File: src/rtl/if_prefetch_queue_if.sv
// Fetch-stage bus bundle: redirect, icache request/response and IF/ID hand-off.
interface if_prefetch_queue_if #(
  parameter int unsigned XLEN     = 64,
  parameter int unsigned INST_LEN = 32,
  parameter int unsigned TRAP_LEN = 16
);
  logic                redirect_valid_i;
  logic [XLEN-1:0]     redirect_pc_i;
  logic [XLEN-1:0]     if_raddr_o;
  logic                if_raddr_valid_o;
  logic                if_raddr_ready_i;
  logic                if_rdata_valid_i;
  logic [XLEN-1:0]     if_rdata_i;
  logic                if_rerr_i;
  logic                inst_valid_o;
  logic                inst_ready_i;
  logic [XLEN-1:0]     inst_addr_o;
  logic [INST_LEN-1:0] inst_data_o;
  logic [TRAP_LEN-1:0] trap_bus_o;
  logic                ram_stall_valid_if_o;

  // Prefetcher side
  modport master (
    input  redirect_valid_i, redirect_pc_i,
    output if_raddr_o, if_raddr_valid_o,
    input  if_raddr_ready_i, if_rdata_valid_i, if_rdata_i, if_rerr_i,
    output inst_valid_o,
    input  inst_ready_i,
    output inst_addr_o, inst_data_o, trap_bus_o, ram_stall_valid_if_o
  );

  // Environment side (icache, IF/ID, redirect source)
  modport slave (
    output redirect_valid_i, redirect_pc_i,
    input  if_raddr_o, if_raddr_valid_o,
    output if_raddr_ready_i, if_rdata_valid_i, if_rdata_i, if_rerr_i,
    input  inst_valid_o,
    output inst_ready_i,
    input  inst_addr_o, inst_data_o, trap_bus_o, ram_stall_valid_if_o
  );
endinterface

File: src/rtl/if_prefetch_queue.sv
// Sequential fetch stage: owns the fetch PC, issues one icache request at a time,
// queues returned instructions (or fetch traps) and hands them to IF/ID.
module if_prefetch_queue #(
  parameter int unsigned       XLEN       = 64,
  parameter int unsigned       INST_LEN   = 32,
  parameter int unsigned       DEPTH      = 4,
  parameter logic [XLEN-1:0]   RESET_PC   = XLEN'(64'h8000_0000),
  parameter int unsigned       TRAP_LEN   = 16,
  parameter int unsigned       T_MISALIGN = 0,
  parameter int unsigned       T_ACCESS   = 1
) (
  input  logic                 clk,
  input  logic                 rst,
  if_prefetch_queue_if.master  bus
);

  localparam int unsigned PTR_W = (DEPTH > 1) ? $clog2(DEPTH) : 1;
  localparam int unsigned CNT_W = PTR_W + 1;
  localparam logic [INST_LEN-1:0] INST_NOP = INST_LEN'(32'h0000_0013);

  typedef enum logic [1:0] {IDLE, REQ, WAIT, DRAIN} state_e;

  state_e              state_q, state_d;
  logic [XLEN-1:0]     pc_q, pc_d;
  logic                halt_q, halt_d;
  logic [PTR_W-1:0]    wr_ptr_q, rd_ptr_q;
  logic [CNT_W-1:0]    count_q, count_push;
  logic [XLEN-1:0]     addr_mem [DEPTH];
  logic [INST_LEN-1:0] data_mem [DEPTH];
  logic [TRAP_LEN-1:0] trap_mem [DEPTH];

  logic                push;
  logic [INST_LEN-1:0] push_data;
  logic [TRAP_LEN-1:0] push_trap;
  logic                head_valid, pop, misaligned, has_room;

  assign head_valid = (count_q != '0);
  assign pop        = head_valid & bus.inst_ready_i;
  assign misaligned = (pc_q[1:0] != 2'b00);
  assign has_room   = (count_q < CNT_W'(DEPTH));
  // Occupancy after this cycle's response push; decides whether to keep fetching
  assign count_push = count_q + CNT_W'(1) - CNT_W'(pop);

  // FSM state register
  always_ff @(posedge clk or negedge rst) begin
    if (!rst) state_q <= IDLE;
    else      state_q <= state_d;
  end

  // Next-state logic; redirect overrides everything
  always_comb begin
    state_d = state_q;
    if (bus.redirect_valid_i) begin
      case (state_q)
        // Outstanding response still owed unless it lands in this very cycle
        WAIT, DRAIN: state_d = bus.if_rdata_valid_i ? IDLE : DRAIN;
        // A request accepted on the redirect edge still returns a response
        REQ:         state_d = bus.if_raddr_ready_i ? DRAIN : IDLE;
        default:     state_d = IDLE;
      endcase
    end else begin
      case (state_q)
        IDLE:  if (!halt_q && !misaligned && has_room) state_d = REQ;
        REQ:   if (bus.if_raddr_ready_i) state_d = WAIT;
        WAIT:  if (bus.if_rdata_valid_i)
                 state_d = (!bus.if_rerr_i && count_push < CNT_W'(DEPTH)) ? REQ : IDLE;
        DRAIN: if (bus.if_rdata_valid_i) state_d = IDLE;
        default: state_d = IDLE;
      endcase
    end
  end

  // Outputs and datapath controls: request valid, queue push, PC/halt updates
  always_comb begin
    bus.if_raddr_valid_o = (state_q == REQ);
    push      = 1'b0;
    push_data = INST_NOP;
    push_trap = '0;
    pc_d      = pc_q;
    halt_d    = halt_q;
    if (bus.redirect_valid_i) begin
      pc_d   = bus.redirect_pc_i;
      halt_d = 1'b0;
    end else begin
      case (state_q)
        IDLE: begin
          if (!halt_q && misaligned && has_room) begin
            push                  = 1'b1;
            push_trap[T_MISALIGN] = 1'b1;
            halt_d                = 1'b1;
          end
        end
        WAIT: begin
          if (bus.if_rdata_valid_i) begin
            push = 1'b1;
            if (bus.if_rerr_i) begin
              push_trap[T_ACCESS] = 1'b1;
              halt_d              = 1'b1;
            end else begin
              push_data = pc_q[2] ? bus.if_rdata_i[XLEN-1 -: INST_LEN]
                                  : bus.if_rdata_i[INST_LEN-1:0];
              pc_d      = pc_q + XLEN'(4);
            end
          end
        end
        default: ;
      endcase
    end
  end

  // Fetch PC and halt flag
  always_ff @(posedge clk or negedge rst) begin
    if (!rst) begin
      pc_q   <= RESET_PC;
      halt_q <= 1'b0;
    end else begin
      pc_q   <= pc_d;
      halt_q <= halt_d;
    end
  end

  // Instruction queue; redirect empties it on the same edge
  always_ff @(posedge clk or negedge rst) begin
    if (!rst) begin
      wr_ptr_q <= '0;
      rd_ptr_q <= '0;
      count_q  <= '0;
      for (int unsigned i = 0; i < DEPTH; i++) begin
        addr_mem[PTR_W'(i)] <= '0;
        data_mem[PTR_W'(i)] <= INST_NOP;
        trap_mem[PTR_W'(i)] <= '0;
      end
    end else if (bus.redirect_valid_i) begin
      wr_ptr_q <= '0;
      rd_ptr_q <= '0;
      count_q  <= '0;
    end else begin
      if (push) begin
        addr_mem[wr_ptr_q] <= pc_q;
        data_mem[wr_ptr_q] <= push_data;
        trap_mem[wr_ptr_q] <= push_trap;
        wr_ptr_q           <= wr_ptr_q + PTR_W'(1);
      end
      if (pop) rd_ptr_q <= rd_ptr_q + PTR_W'(1);
      count_q <= count_q + CNT_W'(push) - CNT_W'(pop);
    end
  end

  // Head of queue towards IF/ID
  assign bus.if_raddr_o           = pc_q;
  assign bus.inst_valid_o         = head_valid;
  assign bus.inst_addr_o          = addr_mem[rd_ptr_q];
  assign bus.inst_data_o          = data_mem[rd_ptr_q];
  assign bus.trap_bus_o           = trap_mem[rd_ptr_q];
  assign bus.ram_stall_valid_if_o = !head_valid;

endmodule

File: src/flat_wrapper.sv
// flat-port wrapper written by rule: the top's interface ports become plain ports
module if_prefetch_queue_flat 
#(
  parameter int unsigned       XLEN       = 64,
  parameter int unsigned       INST_LEN   = 32,
  parameter int unsigned       DEPTH      = 4,
  parameter logic [XLEN-1:0]   RESET_PC   = XLEN'(64'h8000_0000),
  parameter int unsigned       TRAP_LEN   = 16,
  parameter int unsigned       T_MISALIGN = 0,
  parameter int unsigned       T_ACCESS   = 1
)
  (clk, rst, bus_redirect_valid_i, bus_redirect_pc_i, bus_if_raddr_o, bus_if_raddr_valid_o, bus_if_raddr_ready_i, bus_if_rdata_valid_i, bus_if_rdata_i, bus_if_rerr_i, bus_inst_valid_o, bus_inst_ready_i, bus_inst_addr_o, bus_inst_data_o, bus_trap_bus_o, bus_ram_stall_valid_if_o);
  if_prefetch_queue_if #(.XLEN(XLEN), .INST_LEN(INST_LEN), .TRAP_LEN(TRAP_LEN)) bus_i ();
  input  logic clk;
  input  logic rst;
  input wire logic [$bits(bus_i.redirect_valid_i)-1:0] bus_redirect_valid_i;
  input wire logic [$bits(bus_i.redirect_pc_i)-1:0] bus_redirect_pc_i;
  output wire logic [$bits(bus_i.if_raddr_o)-1:0] bus_if_raddr_o;
  output wire logic [$bits(bus_i.if_raddr_valid_o)-1:0] bus_if_raddr_valid_o;
  input wire logic [$bits(bus_i.if_raddr_ready_i)-1:0] bus_if_raddr_ready_i;
  input wire logic [$bits(bus_i.if_rdata_valid_i)-1:0] bus_if_rdata_valid_i;
  input wire logic [$bits(bus_i.if_rdata_i)-1:0] bus_if_rdata_i;
  input wire logic [$bits(bus_i.if_rerr_i)-1:0] bus_if_rerr_i;
  output wire logic [$bits(bus_i.inst_valid_o)-1:0] bus_inst_valid_o;
  input wire logic [$bits(bus_i.inst_ready_i)-1:0] bus_inst_ready_i;
  output wire logic [$bits(bus_i.inst_addr_o)-1:0] bus_inst_addr_o;
  output wire logic [$bits(bus_i.inst_data_o)-1:0] bus_inst_data_o;
  output wire logic [$bits(bus_i.trap_bus_o)-1:0] bus_trap_bus_o;
  output wire logic [$bits(bus_i.ram_stall_valid_if_o)-1:0] bus_ram_stall_valid_if_o;
  assign bus_i.redirect_valid_i = bus_redirect_valid_i;
  assign bus_i.redirect_pc_i = bus_redirect_pc_i;
  assign bus_if_raddr_o = bus_i.if_raddr_o;
  assign bus_if_raddr_valid_o = bus_i.if_raddr_valid_o;
  assign bus_i.if_raddr_ready_i = bus_if_raddr_ready_i;
  assign bus_i.if_rdata_valid_i = bus_if_rdata_valid_i;
  assign bus_i.if_rdata_i = bus_if_rdata_i;
  assign bus_i.if_rerr_i = bus_if_rerr_i;
  assign bus_inst_valid_o = bus_i.inst_valid_o;
  assign bus_i.inst_ready_i = bus_inst_ready_i;
  assign bus_inst_addr_o = bus_i.inst_addr_o;
  assign bus_inst_data_o = bus_i.inst_data_o;
  assign bus_trap_bus_o = bus_i.trap_bus_o;
  assign bus_ram_stall_valid_if_o = bus_i.ram_stall_valid_if_o;
  if_prefetch_queue #(.XLEN(XLEN), .INST_LEN(INST_LEN), .DEPTH(DEPTH), .RESET_PC(RESET_PC), .TRAP_LEN(TRAP_LEN), .T_MISALIGN(T_MISALIGN), .T_ACCESS(T_ACCESS)) u_core (.clk(clk), .rst(rst), .bus(bus_i));
endmodule
File: config.mk
export PLATFORM = sky130hd
export DESIGN_NAME = if_prefetch_queue_flat
export DESIGN_NICKNAME = d
export VERILOG_FILES = /design/src/rtl/if_prefetch_queue_if.sv /design/src/rtl/if_prefetch_queue.sv /design/src/flat_wrapper.sv
export SDC_FILE = /design/constraint.sdc
export NUM_CORES = 1
export LEC_CHECK = 0
export ABC_AREA = 1
export CAP_MARGIN = 20
export CORE_MARGIN = 2
export CORE_UTILIZATION = 56
export CTS_CLUSTER_SIZE = 14
export DETAILED_ROUTE_END_ITERATION = 16
export PLACE_DENSITY = 0.81
export SYNTH_ARGS = -nofsm -noshare
export SYNTH_HDL_FRONTEND = slang
export SYNTH_SLANG_ARGS = --single-unit
export TNS_END_PERCENT = 10
File: constraint.sdc
create_clock -name clk -period 2.7 [get_ports clk]
set_clock_uncertainty 0.05 [all_clocks]
set_input_delay 0.54 -clock clk [delete_from_list [all_inputs] [get_ports clk]]
set_output_delay 0.54 -clock clk [all_outputs]
set_load 0.02 [all_outputs]
; ---- Word-level counts from Yosys, hierarchy flattened
; Cells that the tools add are included.
[totals]
output_inout_bits = 179
register_bits = 522
elab_cells = 123
[classes]
magnitude_cmp = 5
addsub = 7
reduce_logical = 23
eq_ne = 10
n_bitwise = 4
mux = 56
[op_table]
columns = operator, n
row1 = 64-bit 2-to-1 mux, 7
row2 = 256-bit bitwise mux, 1
row3 = 32-bit 2-to-1 mux, 8
row4 = 64-bit binary-select mux with 2-bit select, 1
row5 = 128-bit bitwise mux, 1
row6 = 64-bit demux with 2-bit select, 1
row7 = "64-bit by 3-bit adder with 64-bit output, second input constant", 1
row8 = 32-bit binary-select mux with 2-bit select, 1
row9 = 64-bit bitwise mux, 1
row10 = 32-bit demux with 2-bit select, 1
row11 = 16-bit 2-to-1 mux, 3
row12 = 16-bit binary-select mux with 2-bit select, 1
row13 = 16-bit demux with 2-bit select, 1
row14 = 2-bit 2-to-1 mux, 12
row15 = 1-bit 2-to-1 mux, 12
row16 = 2-bit nonzero test, 5
row17 = "3-bit by 2-bit inequality test with 1-bit output, second input constant", 3
row18 = "3-bit inequality test, second input constant", 3
row19 = 2-bit case mux with 4 select lines, 1
row20 = 4-bit AND reduction, 2
row21 = "3-bit >= comparator, second input constant", 2
row22 = 1-bit logical AND, 6
row23 = "3-bit < comparator, second input constant", 2
row24 = 2-bit inverter with 3-bit output, 2
row25 = 19 further kinds, 27

; ---- Depth between registers and ports, before layout
; Gate-level depths: netlist of run 1.
[depth]
word_depth = 9
mapped_depth = 14
mapped_depth_nobuf = 13

; ---- Worst setup path after synthesis of run 1
; OpenSTA, ideal clock, no wires.
[synth_timing]
kind = register to register
from = register u_core.count_q[1]
to = register u_core.count_q[2]
n_path_buf = 0
required_time_ns = 2.564
setup_slack_ns = 0.410
arrival_ns = 2.154
synth_period_minus_slack_ns = 2.290
stages_incl_launch_ff = 12
path_cell_list = dfrtp_1 -> nor2_1 -> inv_1 -> nor2_1 -> nor2_1 -> ha_1 -> inv_1 -> ha_1 -> inv_1 -> fa_1 -> and3_1 -> nor3_1
[synth_between]
elab_chain_len = 8
[synth_rtl]
columns = element, line
row1 = from (decl), if_prefetch_queue.sv:27  ; logic [CNT_W-1:0] count_q, count_push;
row2 = from (signal assigned), if_prefetch_queue.sv:145  ; count_q <= count_q + CNT_W'(push) - CNT_W'(pop);
row3 = 3-bit < comparator, if_prefetch_queue.sv:40  ; assign has_room = (count_q < CNT_W'(DEPTH));
row4 = 1-bit logical AND, if_prefetch_queue.sv:87  ; if (!halt_q && misaligned && has_room) begin
row5 = 1-bit 2-to-1 mux, if_prefetch_queue.sv:87
row6 = 1-bit case mux with 2 select lines, if_prefetch_queue.sv:85  ; case (state_q)
row7 = 1-bit 2-to-1 mux, if_prefetch_queue.sv:81  ; if (bus.redirect_valid_i) begin
row8 = 3-bit by 1-bit adder with 3-bit output, if_prefetch_queue.sv:145
row9 = 3-bit by 1-bit subtractor with 3-bit output (*), if_prefetch_queue.sv:145
row10 = 3-bit 2-to-1 mux (*), if_prefetch_queue.sv:133  ; end else if (bus.redirect_valid_i) begin
; Mark *: on every way between the ends. The rest lies on a longest branch, timed or not.
; A chain may end at the register's enable or synchronous reset.

; ---- Worst setup path after layout of run 1
[layout_timing]
from = register u_core.rd_ptr_q[0]
to = output port bus_inst_addr_o[35]
[layout_between]
elab_chain_len = 4
[layout_rtl]
columns = element, line
row1 = from (decl), if_prefetch_queue.sv:26  ; logic [PTR_W-1:0] wr_ptr_q, rd_ptr_q;
row2 = from (signal assigned), if_prefetch_queue.sv:144  ; if (pop) rd_ptr_q <= rd_ptr_q + PTR_W'(1);
row3 = 2-bit inverter with 3-bit output (implied by the code), if_prefetch_queue.sv:152  ; assign bus.inst_addr_o = addr_mem[rd_ptr_q];
row4 = 64-bit binary-select mux with 2-bit select, if_prefetch_queue.sv:152
row5 = 64-bit 2-to-1 mux (implied by the code) (2 in a row), if_prefetch_queue.sv:152
row6 = to (decl), flat_wrapper.sv:26  ; output wire logic [$bits(bus_i.inst_addr_o)-1:0] bus_inst_addr_o;
; Every way passes these cells. The select of a mux whose other input is x is not followed.

==> results.sh, run 1 <==
export IMPL_cts_tree="built"
export IMPL_insertion_delay_ns=0.60
export IMPL_htree_levels=2
export IMPL_place_detailed_hpwl_mm=49.1
export IMPL_ys_async_sr_fraction_pct=100
export IMPL_period_needed_ns=2.77
export IMPL_p_leak_nw=14.1
export IMPL_fin_tns_setup_ns=-0.647
export IMPL_cp_data_arrival_time_ns=2.18
export IMPL_numClockSinks=466
export IMPL_path_class="flip-flop to primary output"
export IMPL_violations="setup timing"
export IMPL_hold_violations=0
export IMPL_placed_area_sq_um=26700
export IMPL_setup_viol=25
export IMPL_cts_root_buffer="clkbuf_16"
export IMPL_drc=0
export IMPL_grt_overflow=0
export IMPL_wire_per_inst_um=20.0
export IMPL_ys_seq_area_share_pct=50.4
export IMPL_hold_path_class="input port to asynchronous set/reset pin"
export IMPL_slowest_stage="dfrtp_4"
export IMPL_drt_iter0_drc=2466
export IMPL_gp_congestion=1.02
export IMPL_dp_cells=3767
export IMPL_status="finished with violations"
export IMPL_peakVddDrop_v=0.000646
export IMPL_final_cell_mix="1045 x nand2_1, 451 x dfrtp_1, 389 x nor2_1"
export IMPL_pwr_density_cell_nw_per_um2=993
export IMPL_final_common_cell="nand2_1"
export IMPL_rows=74
export IMPL_final_cells=3877
export IMPL_grt_max_degree=109
export IMPL_vias=22900
export IMPL_synth_edff_count=0
export IMPL_grt_pass1_wl_mm=122
export IMPL_tightest_slew_ns=0.684
export IMPL_viasPerCell=5.90
export IMPL_clkSlewWorstSetupHoldPaths_ns=0.06
export IMPL_whs_ns=0.380
export IMPL_worst_path_max_fanout=16
export IMPL_worstSetupStartpointType="flip-flop"
export IMPL_slew_headroom_pct=54.4
export IMPL_cts_buffers=49
export IMPL_cap_violations=0
export IMPL_core_area_sq_um=40800
export IMPL_fmax_mhz=361
export IMPL_area_delta_synth_final_pct=24.0
export IMPL_io_pins=314
export IMPL_cp_required_ns=2.11
export IMPL_syn_area_sq_um=23200
export IMPL_maxSlewViolCount=0
export IMPL_io_buffers=299
export IMPL_cp_end_kind="primary output"
export IMPL_post_route_period_util_pct=103
export IMPL_rsz0062_at_grt="yes"
export IMPL_grt_antenna_before_repair=2
export IMPL_synth_seq_cells=466
export IMPL_first_pass_iters=7
export IMPL_grtUsageTotal_pct=35.6
export IMPL_drt_total_wl_mm=77.5
export IMPL_drive_above_1_share_pct=10.3
export IMPL_nNetsFinal=3452
export IMPL_synth_area_per_cell_sq_um=7.61
export IMPL_yosysWarnings=0
export IMPL_ys_flop_type="dfrtp_1"
export IMPL_fin_ws_ns=-0.0718
export IMPL_die_area_sq_um=43000
export IMPL_grt_pass1_vias=22400
export IMPL_clk_path_buf_depth=3
export IMPL_finalInstanceArea_sq_um=28700
export IMPL_ant_nets=0
export IMPL_synthDistinctLibCells=44
export IMPL_dieWidth_um=207
export IMPL_syn_instance_count=3043
export IMPL_die_y_um=207
export IMPL_utilization_pct=70.3
export IMPL_slowest_delay_ns=0.50
export IMPL_worstPathCellList="buf_12 > inv_16 > buf_16 > o21ai_0 > o22ai_1 > clkdlybuf4s15_2"
export IMPL_start_util_pct=56.7
## power breakdown
| part | switching [mW] | internal (mW) | leakage, nW | total (mW) |
|---|---|---|---|---|
| logic | 6.85 | 4.48 | 7.40 | 11.3 |
| clock network | 2.87 | 3.90 | 0.770 | 6.76 |
| registers | 1.34 | 9.08 | 5.94 | 10.4 |
## critical path, delay by kind of cell, from the launching register on
family / cells / cell delay (ns)
AOI/OAI and AO/OA: 2 / 0.34
DFF: 1 / 0.50
buffers and inverters: 4 / 0.72
## path summary, 6_finish.rpt
path	start	end	slack (ns)	depth (start not counted)
max	u_core.rd_ptr_q[0]	bus_inst_addr_o[35]	-0.07	6
min	rst	u_core.addr_mem[6]	0.38	2
max reg2reg	u_core.bus.if_raddr_o[2]	u_core.bus.if_raddr_o[54]	0.30	10
min reg2reg	u_core.data_mem[65]	u_core.data_mem[65]	0.41	2
max in group asynchronous	rst	u_core.addr_mem[123]	1.31	3
min in group clk	bus_redirect_valid_i	u_core.wr_ptr_q[1]	0.41	6
## cell families (layout without fill, tap and decap cells)
| group | after synthesis | in the layout | share of synthesized area [%] |
|---|---|---|---|
| buffers and inverters | 340 | 627 | 7.36 |
| flip-flops | 466 | 466 | 50.4 |
| AO/OA/AOI/OAI | 685 | 685 | 15.8 |
| XOR/XNOR | 3 | 3 | 0.114 |
| other | 1 | 16 | 0.0162 |
| adder cells (fa/ha/maj) | 9 | 9 | 0.519 |
| AND/OR/NAND/NOR | 1539 | 1539 | 25.8 |
## through the flow
stage	setup WS (ns)	total power, mW
floorplan	0.410	16.5
global placement	0.0447	20.8
detailed placement	0.0549	21.1
CTS	-0.0626	28.0
global route	-0.101	29.9
finish	-0.0718	28.5
## sequential cells by signal (all words and copies together), names as in the netlist
signal                 count
u_core.addr_mem          256
u_core.bus.if_raddr_o     64
u_core.count_q             3
u_core.data_mem          128
u_core.halt_q              1
u_core.rd_ptr_q            2
u_core.state_q             2
u_core.trap_mem            8
u_core.wr_ptr_q            2
## layout make-up
| cell class | count | area, sq um |
|---|---|---|
| timing repair buffer | 396 | 4160 |
| inverter | 144 | 578 |
| multi-input combinational | 2250 | 10000 |
| sequential | 466 | 11700 |
| antenna | 2 | 5.00 |
| clock buffer | 77 | 1460 |
| timing repair inverter | 1 | 6.26 |
| tap | 532 | 666 |
| clock inverter | 9 | 126 |
| fill | 3134 | 12100 |
## what timing repair did
item	in CTS	in global routing
setup buffers	6	4
gates cloned	9	2
hold endpoints to repair	33	0
pin swaps	22	13
hold buffers	1	0
resized for setup	452	91
endpoints found under the setup margin	98	90
## layer usage
metal	part of all wire, %	vias up	GRT usage (%)
met5	0	-	0
met4	5.3	0	18.6
met3	11	271	8.74
met2	46	1339	55.2
met1	38	10900	46.4
li1	-	10400	-
## synth_stat cells (35+ instances only)
cell type,count,area (sq um)
a21oi_1,35,175
buf_2,48,240
buf_6,38,428
clkbuf_1,79,297
dfrtp_1,453,11300
inv_1,131,492
nand2_1,1045,3920
nand3_1,77,385
nor2_1,392,1470
o21ai_0,269,1350
o21ai_1,242,1210
o22ai_1,101,632
Note: power is estimated with default switching activity, not from simulation.
==> inputs of run 2 (changes only) <==
--- a/config.mk
+++ b/config.mk
@@ -8,10 +8,10 @@
 export ABC_AREA = 1
 export CAP_MARGIN = 20
 export CORE_MARGIN = 2
-export CORE_UTILIZATION = 56
+export CORE_UTILIZATION = 35
 export CTS_CLUSTER_SIZE = 14
 export DETAILED_ROUTE_END_ITERATION = 16
-export PLACE_DENSITY = 0.81
+export PLACE_DENSITY = 0.55
 export SYNTH_ARGS = -nofsm -noshare
 export SYNTH_HDL_FRONTEND = slang
 export SYNTH_SLANG_ARGS = --single-unit
==> constraint.sdc (replaced) <==
create_clock -name clk -period 2.6 [get_ports clk]
set_clock_uncertainty 0.05 [all_clocks]
set_input_delay 0.52 -clock clk [delete_from_list [all_inputs] [get_ports clk]]
set_output_delay 0.52 -clock clk [all_outputs]
set_load 0.02 [all_outputs]
==> run 2 against run 1 <==
The run still ends with setup timing left. Setup slack got worse by 0.018 ns. Final area rose by 3.9%. Global-route usage fell by 12 points. Die area rose by 59%. Core utilization fell by 25 points. Routed wire length rose by 9.8%. Sequential share of layout area fell by 1.5 points. Cell count rose by 9.5%. Power rose by 7.9%. Register-to-register slack got worse by 0.12 ns. Clock-buffer cell count fell by 7. Sequential power rose by 5%. Critical endpoint is now bus_inst_addr_o[5].
==> results.sh, run 2 (same netlist as run 1, synthesis figures left out) <==
export IMPL_r2r_end="u_core.bus.if_raddr_o[62]"
export IMPL_cap_violations=0
export IMPL_reg2regPathDepth=11
export IMPL_io_buffers=299
export IMPL_final_common_cell="nand2_1"
export IMPL_dp_slack_ns=0.0305
export IMPL_period_needed_ns=2.69
export IMPL_cp_data_arrival_time_ns=2.12
export IMPL_cts_tree="built"
export IMPL_worstSetupStartpointType="flip-flop"
export IMPL_placed_area_sq_um=27400
export IMPL_holdPathEnd="u_core.halt_q"
export IMPL_grtUsageTotal_pct=24.0
export IMPL_cp_end_kind="primary output"
export IMPL_r2r_start="u_core.bus.if_raddr_o[3]"
export IMPL_hold_path_class="input port to flip-flop"
export IMPL_path_class="flip-flop to primary output"
export IMPL_setup_viol=59
export IMPL_ff2ff_setup_slack_ns=0.18
export IMPL_clk_path_buf_depth=3
export IMPL_io_pins=314
export IMPL_grt_antenna_before_repair=1
export IMPL_final_cell_mix="1045 x nand2_1, 451 x dfrtp_1, 381 x nor2_1"
export IMPL_viasPerCell=5.19
export IMPL_final_seq_area_sq_um=11700
export IMPL_wl_met3_mm=6.09
export IMPL_highest_layer="met4"
export IMPL_multi_input_comb_area_sq_um=10100
export IMPL_post_route_period_util_pct=103
export IMPL_grt_pass1_wl_mm=126
export IMPL_fin_ws_ns=-0.0894
export IMPL_die_y_um=261
export IMPL_core_area_sq_um=65600
export IMPL_rsz0062_at_grt="yes"
export IMPL_hold_violations=0
export IMPL_m1WireLength_mm=36.6
export IMPL_gp_congestion=0.940
export IMPL_largest_reg_flops=256
export IMPL_fin_tns_setup_ns=-1.94
export IMPL_peakVddDrop_v=0.000633
export IMPL_insertion_delay_ns=0.61
export IMPL_min_path_cells=4
export IMPL_grt_overflow=0
export IMPL_final_cells=4245
export IMPL_violations="setup timing"
export IMPL_wl_met2_mm=39.1
export IMPL_insertedDiodeCount=0
export IMPL_whs_ns=0.350
export IMPL_slew_headroom_pct=54.1
export IMPL_maxSlewViolCount=0
export IMPL_dp_cells=4130
export IMPL_power_mw=30.8
export IMPL_fmax_mhz=372
export IMPL_wire_per_inst_um=20.0
export IMPL_finalInstanceArea_sq_um=29800
export IMPL_die_area_sq_um=68200
export IMPL_cp_required_ns=2.03
export IMPL_fillers=6592
export IMPL_pwr_density_cell_nw_per_um2=1030
export IMPL_worst_path_max_fanout=18
export IMPL_status="finished with violations"
export IMPL_grt_pass1_vias=21300
export IMPL_cts_root_buffer="clkbuf_16"
export IMPL_place_detailed_hpwl_mm=56.7
export IMPL_p_leak_nw=14.5
export IMPL_drt_total_wl_mm=85.1
export IMPL_drive_above_1_share_pct=12.1
export IMPL_ant_nets=0
export IMPL_cts_buffers=53
export IMPL_tightest_slew_ns=0.688
export IMPL_drt_iter0_drc=2047
export IMPL_first_pass_iters=6
export IMPL_clkSlewWorstSetupHoldPaths_ns=0.06
export IMPL_grt_max_degree=81
export IMPL_start_util_pct=35.3
export IMPL_nNetsFinal=3488
export IMPL_rows=94
export IMPL_hp_start="bus_redirect_valid_i"
export IMPL_vias=22000
export IMPL_numClockSinks=466
export IMPL_utilization_pct=45.5
export IMPL_dieWidth_um=261
export IMPL_regMostFlops="u_core.addr_mem"
export IMPL_area_delta_synth_final_pct=28.9
export IMPL_htree_levels=2
export IMPL_drc=0
## run 2: worst max-delay path: stages, from the launching register on
cell and delay, ns:
dfrtp_4 0.57, clkinv_8 0.12, buf_16 0.17, o21ai_0 0.10, o22ai_1 0.22, clkdlybuf4s15_2 0.31
## run 2: how the worst max path moves through the flow
stage | end | from | slack [ns]
2_1_floorplan | u_core.count_q[2] | u_core.count_q[1] | 0.31
3_3_place_gp | u_core.count_q[2] | bus_if_rdata_valid_i | 0.006
3_5_place_dp | u_core.count_q[2] | bus_if_rdata_valid_i | 0.03
4_1_cts | bus_inst_data_o[3] | u_core.rd_ptr_q[0] | -0.19
5_1_grt | bus_inst_data_o[28] | u_core.rd_ptr_q[0] | -0.15
6_report | bus_inst_addr_o[5] | u_core.rd_ptr_q[0] | -0.09
## run 2: cell type report
type,count,share of cell area (%)
Inverter,144,1.93
Tap cell,864,3.62
Timing Repair Buffer,429,15.5
Clock buffer,70,5.00
Clock inverter,22,0.923
Multi-Input combinational cell,2250,33.8
Sequential cell,466,39.2
## run 2: repair_timing
action,in CTS,in global routing
pin swaps,6,27
endpoints found under the hold margin,41,0
resized for setup,353,231
hold buffers,1,0
setup buffers,0,11
setup endpoints to repair,97,99
gates cloned,0,12
## run 2: layer usage
metal | track usage [%] | vias to the layer above
met5 | 0 | -
met4 | 9.71 | 0
met3 | 4.29 | 145
met2 | 38.3 | 807
met1 | 32.4 | 10600
li1 | - | 10500
## run 2: power by group
group	total (mW)	internal (mW)	switching, mW
combinational	12.2	4.94	7.22
sequential	10.9	9.43	1.43
clock	7.75	4.60	3.15
total	30.8	19.0	11.8
==> inputs of run 3 (changes only) <==
--- a/config.mk
+++ b/config.mk
@@ -9,6 +9,7 @@
 export CAP_MARGIN = 20
 export CORE_MARGIN = 2
 export CORE_UTILIZATION = 35
+export CTS_CLUSTER_DIAMETER = 80
 export CTS_CLUSTER_SIZE = 14
 export DETAILED_ROUTE_END_ITERATION = 16
 export PLACE_DENSITY = 0.55
==> constraint.sdc (replaced) <==
create_clock -name clk -period 2.7 [get_ports clk]
set_clock_uncertainty 0.05 [all_clocks]
set_input_delay 0.54 -clock clk [delete_from_list [all_inputs] [get_ports clk]]
set_output_delay 0.54 -clock clk [all_outputs]
set_load 0.02 [all_outputs]
==> run 3 against run 2 <==
The flow still finishes with violations (setup timing). Combinational power about the same. Register-to-register slack improved by 0.09 ns. Cell count decreased by 0.45%. Die area unchanged. Routed wire length increased by 1.9%.
==> results.sh, run 3 (same netlist as run 1, synthesis figures left out) <==
export IMPL_status="finished with violations"
export IMPL_violations="setup timing"
export IMPL_grt_pass1_vias=21500
export IMPL_first_pass_iters=6
export IMPL_critical_path_top_delay_family="buffers and inverters"
export IMPL_final_cells=4226
export IMPL_tightest_slew_ns=0.712
export IMPL_pwr_density_cell_nw_per_um2=969
export IMPL_numClockSinks=466
export IMPL_io_buffers=299
export IMPL_fin_tns_setup_ns=-0.412
export IMPL_final_common_cell="nand2_1"
export IMPL_ff2ff_setup_slack_ns=0.27
export IMPL_dieWidth_um=261
export IMPL_clkSlewWorstSetupHoldPaths_ns=0.07
export IMPL_nNetsFinal=3477
export IMPL_dp_cells=4115
export IMPL_final_cell_mix="1045 x nand2_1, 451 x dfrtp_1, 384 x nor2_1"
export IMPL_drt_total_wl_mm=86.8
export IMPL_reg2regPathDepth=9
export IMPL_drive_above_1_share_pct=11.0
export IMPL_area_delta_synth_final_pct=26.9
export IMPL_worst_path_max_fanout=21
export IMPL_wire_per_inst_um=20.5
export IMPL_rsz0062_at_grt="yes"
export IMPL_slew_headroom_pct=52.6
export IMPL_grtUsageTotal_pct=25.0
export IMPL_p_sw_mw=11.3
export IMPL_cp_end_kind="primary output"
export IMPL_insertion_delay_ns=0.58
export IMPL_grt_max_degree=105
export IMPL_p_leak_nw=14.3
export IMPL_cp_data_arrival_time_ns=2.17
export IMPL_whs_ns=0.358
export IMPL_power_frac_clock_pct=21.1
export IMPL_cts_tree="built"
export IMPL_p_comb_share_pct=42.3
export IMPL_io_pins=314
export IMPL_cell_internal_pwr_mw=17.2
export IMPL_slowest_stage="dfrtp_4"
export IMPL_vias=22200
export IMPL_p_seq_share_pct=36.6
export IMPL_htree_levels=2
export IMPL_rows=94
export IMPL_cts_buffers=42
export IMPL_post_route_period_util_pct=102
export IMPL_hp_start="bus_redirect_valid_i"
export IMPL_ant_nets=0
export IMPL_cts_root_buffer="clkbuf_16"
export IMPL_holdPathEnd="u_core.count_q[0]"
export IMPL_viasPerCell=5.25
export IMPL_gp_congestion=0.983
export IMPL_fmax_mhz=363
export IMPL_hold_path_class="input port to flip-flop"
export IMPL_period_needed_ns=2.76
export IMPL_hold_violations=0
export IMPL_start_util_pct=35.3
export IMPL_worstPathCellList="buf_6 > buf_16 > o21ai_0 > o22ai_1 > buf_4 > buf_2"
export IMPL_fin_ws_ns=-0.0557
export IMPL_worst_path_buf_inv=4
export IMPL_grt_antenna_before_repair=2
export IMPL_clk_path_buf_depth=3
export IMPL_setup_viol=22
export IMPL_die_y_um=261
export IMPL_maxSlewViolCount=0
export IMPL_place_detailed_hpwl_mm=55.0
export IMPL_dp_slack_ns=0.0284
export IMPL_insertedDiodeCount=0
export IMPL_r2r_start="u_core.bus.if_raddr_o[5]"
export IMPL_slowest_delay_ns=0.59
export IMPL_drt_iter0_drc=2143
export IMPL_grt_pass1_wl_mm=130
export IMPL_die_area_sq_um=68200
export IMPL_peakVddDrop_v=0.000634
export IMPL_core_area_sq_um=65600
export IMPL_path_class="flip-flop to primary output"
export IMPL_final_seq_area_sq_um=11700
export IMPL_drc=0
export IMPL_min_path_cells=3
export IMPL_largest_reg_flops=256
export IMPL_worstSetupStartpointType="flip-flop"
export IMPL_r2r_end="u_core.bus.if_raddr_o[54]"
export IMPL_multi_input_comb_area_sq_um=10100
export IMPL_fillers=6577
export IMPL_regMostFlops="u_core.addr_mem"
export IMPL_cap_violations=0
export IMPL_switching_share_pct=39.6
export IMPL_cp_required_ns=2.11
export IMPL_grt_overflow=0
[run 3: cell types whose count changed in the layout (fill, tap and decap cells not counted), moves of 10 or more]
cell / change
clkbuf_16: -18
clkbuf_1: +10
o21ai_0: +56
o21ai_2: -10
o21ai_1: -46
[run 3: timing repair]
action / CTS / global route
setup endpoints to repair: 91 / 92
gates cloned: 15 / 4
resized for setup: 440 / 89
hold endpoints to repair: 37 / 0
pin swaps: 29 / 18
hold buffers: 1 / 0
setup buffers: 13 / 6
[run 3: worst max-delay path by stage]
stage                                    start             endpoint  slack (ns)  cells after the start
after floorplan              u_core.count_q[1]    u_core.count_q[2]        0.41                     11
after global placement    bus_if_rdata_valid_i    u_core.count_q[2]      0.0009                     12
after detailed placement  bus_if_rdata_valid_i  u_core.data_mem[76]        0.03                      9
after CTS                   u_core.rd_ptr_q[0]  bus_inst_addr_o[63]       -0.09                      7
after global routing        u_core.rd_ptr_q[0]  bus_inst_addr_o[61]       -0.11                      7
final                       u_core.rd_ptr_q[0]  bus_inst_data_o[28]       -0.06                      6
[run 3: through the flow]
stage	total power, mW	utilization (%)	instance area [sq um]
2_1_floorplan	16.5	-	23200
3_3_place_gp	21.2	41.4	27200
3_5_place_dp	21.4	41.4	27200
4_1_cts	28.2	44.3	29100
5_1_grt	30.2	44.8	29400
6_report	28.5	44.8	29400
[run 3: area by class of cell]
class | count | share of cell area [%]
tap | 864 | 3.68
sequential | 466 | 39.8
clock inverter | 9 | 0.319
inverter | 144 | 1.96
multi-input combinational | 2250 | 34.3
clock buffer | 64 | 4.07
timing repair inverter | 1 | 0.0383
timing repair buffer | 428 | 15.9
[run 3: layer usage]
| metal | wire (um) | global-route usage (%) | vias to the layer above | part of all wire, % |
|---|---|---|---|---|
| li1 | - | - | 10500 | - |
| met3 | 6650 | 4.79 | 128 | 7.7 |
| met1 | 36900 | 33.6 | 10700 | 43 |
| met5 | 18 | 0 | - | 0.021 |
| met2 | 40300 | 40.2 | 881 | 46 |
| met4 | 2820 | 9.19 | 2 | 3.3 |
[run 3: power groups by stage]
stage,clock network [mW],registers [mW],logic [mW]
2_1_floorplan,0,10.2,6.24
3_3_place_gp,0,10.4,10.8
3_5_place_dp,0,10.4,11.0
4_1_cts,6.17,10.3,11.7
5_1_grt,6.41,10.6,13.1
6_report,6.02,10.4,12.0
[run 3: worst register-to-register path, stage by stage (launching register included)]
cell	delay, ns
dfrtp_1	0.49
inv_1	0.17
nor2_1	0.26
nand2_1	0.21
nor2_1	0.35
nand2_1	0.32
o21ai_0	0.26
nand3_1	0.10
nand2_1	0.09
nand2_1	0.05
